### src/rtl/fetch_unit.sv
// Instruction fetch + IF/ID register: 1-cycle ack-to-IF/ID latency, id_stall parks a returned word in a hold slot (request paused).
// Optional FETCH_UNIT_PERF_CNT_EN adds fetch_cnt / drop_cnt counters.
module fetch_unit #(
    parameter int              PC_W     = 12,
    parameter int              INSTR_W  = 19,
    parameter logic [PC_W-1:0] RESET_PC = '0
) (
    input  logic               clk,
    input  logic               rst,
    input  logic [PC_W-1:0]    pc_in,
    output logic [PC_W-1:0]    pc_next,
    output logic               imem_req,
    output logic [PC_W-1:0]    imem_addr,
    input  logic               imem_ack,
    input  logic [INSTR_W-1:0] imem_data,
    input  logic               redirect,
    input  logic [PC_W-1:0]    redirect_pc,
    input  logic               id_stall,
    output logic               ifid_valid,
    output logic [INSTR_W-1:0] ifid_instr,
    output logic [PC_W-1:0]    ifid_pc1
`ifdef FETCH_UNIT_PERF_CNT_EN
   ,output logic [31:0]        fetch_cnt,
    output logic [15:0]        drop_cnt
`endif
);

    typedef enum logic [1:0] {S_IDLE, S_FETCH, S_HOLD, S_DROP} state_t;

    state_t               r_state;
    state_t               w_state_nxt;
    logic                 r_ifid_valid;
    logic [INSTR_W-1:0]   r_ifid_instr;
    logic [PC_W-1:0]      r_ifid_pc1;
    logic [INSTR_W-1:0]   r_hold_instr;
    logic [PC_W-1:0]      r_hold_pc1;
    logic [PC_W-1:0]      r_drop_addr;

    logic                 w_req_state;
    logic                 w_ack;
    logic                 w_slot_free;
    logic [PC_W-1:0]      w_pc_inc;
    logic                 w_ifid_load;
    logic                 w_ifid_from_hold;
    logic                 w_hold_load;
    logic                 w_drop_load;
    logic                 w_discard;

    assign w_req_state = (r_state == S_FETCH) || (r_state == S_DROP);
    assign w_ack       = imem_ack && w_req_state;
    assign w_slot_free = !r_ifid_valid || !id_stall;
    assign w_pc_inc    = pc_in + PC_W'(1);

    // Reset is synchronous, so the request must be gated directly by rst to drop in the same cycle.
    assign imem_req   = rst && w_req_state;
    assign imem_addr  = (r_state == S_DROP) ? r_drop_addr : pc_in;

    assign ifid_valid = r_ifid_valid;
    assign ifid_instr = r_ifid_instr;
    assign ifid_pc1   = r_ifid_pc1;

    always_comb begin
        w_state_nxt      = r_state;
        pc_next          = pc_in;
        w_ifid_load      = 1'b0;
        w_ifid_from_hold = 1'b0;
        w_hold_load      = 1'b0;
        w_drop_load      = 1'b0;
        w_discard        = 1'b0;
        if (redirect) begin
            pc_next = redirect_pc;
            unique case (r_state)
                S_IDLE:  w_state_nxt = S_FETCH;
                S_HOLD: begin
                    w_state_nxt = S_FETCH;
                    w_discard   = 1'b1;
                end
                S_FETCH: begin
                    if (w_ack) begin
                        w_discard = 1'b1;
                    end else begin
                        w_drop_load = 1'b1;
                        w_state_nxt = S_DROP;
                    end
                end
                S_DROP:  w_discard = w_ack;
                default: w_state_nxt = S_IDLE;
            endcase
        end else begin
            unique case (r_state)
                S_IDLE:  w_state_nxt = S_FETCH;
                S_FETCH: begin
                    if (w_ack) begin
                        pc_next = w_pc_inc;
                        if (w_slot_free) begin
                            w_ifid_load = 1'b1;
                        end else begin
                            w_hold_load = 1'b1;
                            w_state_nxt = S_HOLD;
                        end
                    end
                end
                S_HOLD: begin
                    if (w_slot_free) begin
                        w_ifid_load      = 1'b1;
                        w_ifid_from_hold = 1'b1;
                        w_state_nxt      = S_FETCH;
                    end
                end
                S_DROP: begin
                    if (w_ack) begin
                        w_discard   = 1'b1;
                        w_state_nxt = S_FETCH;
                    end
                end
                default: w_state_nxt = S_IDLE;
            endcase
        end
        if (!rst) begin
            pc_next = RESET_PC;
        end
    end

    always_ff @(posedge clk) begin
        if (!rst) begin
            r_state      <= S_IDLE;
            r_ifid_valid <= 1'b0;
            r_ifid_instr <= '0;
            r_ifid_pc1   <= '0;
            r_hold_instr <= '0;
            r_hold_pc1   <= '0;
            r_drop_addr  <= '0;
        end else begin
            r_state <= w_state_nxt;
            if (w_hold_load) begin
                r_hold_instr <= imem_data;
                r_hold_pc1   <= w_pc_inc;
            end
            if (w_drop_load) begin
                r_drop_addr <= pc_in;
            end
            if (redirect) begin
                r_ifid_valid <= 1'b0;
            end else if (w_ifid_load) begin
                r_ifid_valid <= 1'b1;
                r_ifid_instr <= w_ifid_from_hold ? r_hold_instr : imem_data;
                r_ifid_pc1   <= w_ifid_from_hold ? r_hold_pc1   : w_pc_inc;
            end else if (!id_stall) begin
                r_ifid_valid <= 1'b0;
            end
        end
    end

`ifdef FETCH_UNIT_PERF_CNT_EN
    logic [31:0] r_fetch_cnt;
    logic [15:0] r_drop_cnt;

    always_ff @(posedge clk) begin
        if (!rst) begin
            r_fetch_cnt <= '0;
            r_drop_cnt  <= '0;
        end else begin
            if (w_ifid_load && !redirect) begin
                r_fetch_cnt <= r_fetch_cnt + 32'd1;
            end
            if (w_discard) begin
                r_drop_cnt <= r_drop_cnt + 16'd1;
            end
        end
    end

    assign fetch_cnt = r_fetch_cnt;
    assign drop_cnt  = r_drop_cnt;
`endif

endmodule

### config.mk
export PLATFORM = sky130hd
export DESIGN_NAME = fetch_unit
export DESIGN_NICKNAME = d
export VERILOG_FILES = /design/src/rtl/fetch_unit.sv
export SDC_FILE = /design/constraint.sdc
export NUM_CORES = 1
export LEC_CHECK = 0
export ABC_AREA = 1
export BUFFER_PORTS_ARGS = -buffer_cell sky130_fd_sc_hd__buf_2
export CAP_MARGIN = 20
export CORE_ASPECT_RATIO = 1.1
export CORE_MARGIN = 3
export CORE_UTILIZATION = 55
export CTS_BUF_LIST = sky130_fd_sc_hd__clkbuf_16
export CTS_CLUSTER_SIZE = 24
export DETAILED_ROUTE_END_ITERATION = 10
export PLACE_DENSITY = 0.85
export SYNTH_ARGS = -nofsm -noshare
export SYNTH_HDL_FRONTEND = slang
export SYNTH_SLANG_ARGS = --single-unit
### constraint.sdc
create_clock -name clk -period 3.7 [get_ports clk]
set_input_delay 0.74 -clock clk [delete_from_list [all_inputs] [get_ports clk]]
set_output_delay 0.74 -clock clk [all_outputs]
set_load 0.005 [all_outputs]
==> results.cfg <==
[sta]
finalHoldViolCount = 0
fin_setup_tns_ps = 0
rsz0062_at_grt = no
tightest_slew_ps = 762
final.setup.worst_slack_ps = 889
maxSlewHeadroom_pct = 49.2
drv_slew = 0
finClkSkew_ps = 6.64
period_minus_slack_ps = 2810
max_freq_ghz = 0.356
setup_viol = 0
period_share_pct = 76.0

[floorplan]
core_area_sq_um = 6710
rows = 31
dieArea_sq_um = 8050
die_x_microns = 85.8
ios = 105
die_h_microns = 93.8
start_util_pct = 57.4

[yosys]
netlist_area_sq_um = 3850
synthFlopType = dfxtp_1
synth.yosys.warnings = 0
synth_top_area_cell = dfxtp_1
synth_cell_type_count = 25
synth-edff-count = 0
yosys_register_bits = 77
synthCells = 599
synth_nets = 653
synthMostInstantiatedCell = nand2_1
ys_top_cells_by_count = 157 x nand2_1, 87 x a21oi_1, 79 x nor2_1
yosys.area.top_type_share_pct = 40.0
synth.top_cells.by_area = dfxtp_1 40%, nand2_1 15%, a21oi_1 11%
yosysSeqAreaShare_pct = 40.0
ys_async_sr_fraction_pct = 0
syn_avg_cell_area_sq_um = 6.43

[clock_tree]
cts_tree = yes
path_clk_slew_ps = 60
post-cts-setup-buffer-count = 0
post_cts_resized = 0
cts_made_buffers = 9
ctsHoldBuffers = 0
cts_buffer_depth = 2
htree_num_levels = 3
cts.sinks = 77
cts_root_buf = clkbuf_16
clk_latency_ps = 340

[grt]
grtUsageTotal_pct = 26.4
grt_pass1_vias = 3870
gr-total-overflow = 0
grt_first_pass_wirelength_mm = 17.1
grt_max_degree = 64
antenna_found_initial = 0

[layout]
finalNonFillerCells = 773
synthToLayoutAreaGrowth_pct = 21.9
diodes = 0
final.fill_count = 602
fin_util_pct = 70.0
nNetsFinal = 740
drive_gt1_share_pct = 19.7
final_area_sq_um = 4700

[detailed_routing]
remaining_drc_errors = 0
dr.pass1.iters = 5
post_drt_via_cell_ratio = 5.36
via_count = 4142
wirelength_mm = 10.3
drt-wirelength-per-cell_microns = 13.4
ant_nets = 0
drt_iter0_markers = 285

[pwr]
power_density_nw_per_um2 = 554
irDropWorstVdd_v = 0.000310
p_leak_uw = 0.00245

[worst_setup_path]
cpMostUsedCell = nand2_1
critical_path.cell_chain = buf_2 -> ha_1 -> nand2_1 -> nor2_1 -> nand3_1 -> nand2_1 -> nand2_1 -> o21ai_1 -> nand2_1 -> buf_2
crit_slowest_cell = nor2_1
cp.required_ps = 2960
cp-start-kind = input port
critPathMaxFanout = 5
end_kind = output port
max_stage_delay_ps = 270
crit_type = input port to output port
arrival_ps = 2070

[place]
dp_hpwl_mm = 6.74
numPortBuffers = 104
placed_area_sq_um = 4360
globalplace.congestion = 0.902
dp_cells = 756
dp_slack_ps = 913

[min_path]
hp-class = register to register

[status]
status = finished clean

[job]
drv_cap = 0
## layer usage
| layer | global-route usage (%) | wire, microns | up-vias |
|---|---|---|---|
| li1 | - | - | 2083 |
| met1 | 32.5 | 4350 | 1836 |
| met2 | 43.7 | 4900 | 199 |
| met3 | 6.05 | 888 | 24 |
| met4 | 11.7 | 212 | 0 |
| met5 | 0 | 0 | - |
## critical path: cells and delay by family
kind                     cells  cell delay [ps]
AO/OA/AOI/OAI                1              150
buffers and inverters        2              250
AND/OR/NAND/NOR              6              710
adder cells (fa/ha/maj)      1              200
## power by group
| group | internal (uW) | switching (uW) | total (uW) |
|---|---|---|---|
| combinational | 248 | 428 | 676 |
| clock | 594 | 356 | 949 |
| sequential | 926 | 49.9 | 976 |
## worst paths after layout
| check | cells after the start | start | end | slack, ps |
|---|---|---|---|---|
| worst max-delay path | 10 | pc_in[0] | pc_next[10] | 890 |
| worst min-delay path | 2 | r_hold_pc1[2] | ifid_pc1[2] | 460 |
| worst max register to register | 8 | r_state[1] | r_hold_pc1[10] | 1290 |
| worst min register to register | 2 | r_hold_pc1[2] | ifid_pc1[2] | 460 |
## kinds of logic after synthesis
family	share of synthesized area (%)
AO/OA/AOI/OAI	20.9
buffers and inverters	10.1
flip-flops	40.0
AND/OR/NAND/NOR	26.4
XOR/XNOR	0.682
adder cells (fa/ha/maj)	1.95
## metrics by stage
step / hold WS (ps) / total power, uW
finish: 465 / 2600
global placement: 443 / 1630
global route: 488 / 2760
floorplan: 437 / 1430
detailed placement: 446 / 1650
CTS: 459 / 2610
## sequential cells by signal, indices dropped and copies added, names as in the netlist
name and count:
r_drop_addr 12, r_state 2, r_hold_pc1 12, r_hold_instr 19
ifid_pc1 12, ifid_valid 1, ifid_instr 19
## cells in the final DEF (no fill, tap or decap), drive strengths merged
master	count
nor2	80
nand4	4
o211ai	1
nand3	11
clkinv	1
inv	66
a21oi	87
buf	109
or2	1
a211oi	1
clkinvlp	2
ha	6
nand2	158
xor2	3
clkbuf	9
dfxtp	77
bufinv	2
o21ai	70
nor3	3
## layout make-up
type / count / area [sq um] / area share (%)
clock buffers: 9 / 225 / 4.79
clock inverters: 7 / 97.6 / 2.08
inverters: 64 / 240 / 5.11
multi-input cells: 425 / 1930 / 41.1
flip-flops and latches: 77 / 1540 / 32.8
well taps: 82 / 103 / 2.18
repair buffers: 109 / 562 / 12.0
No activity file was read; power rests on OpenSTA's default activity.
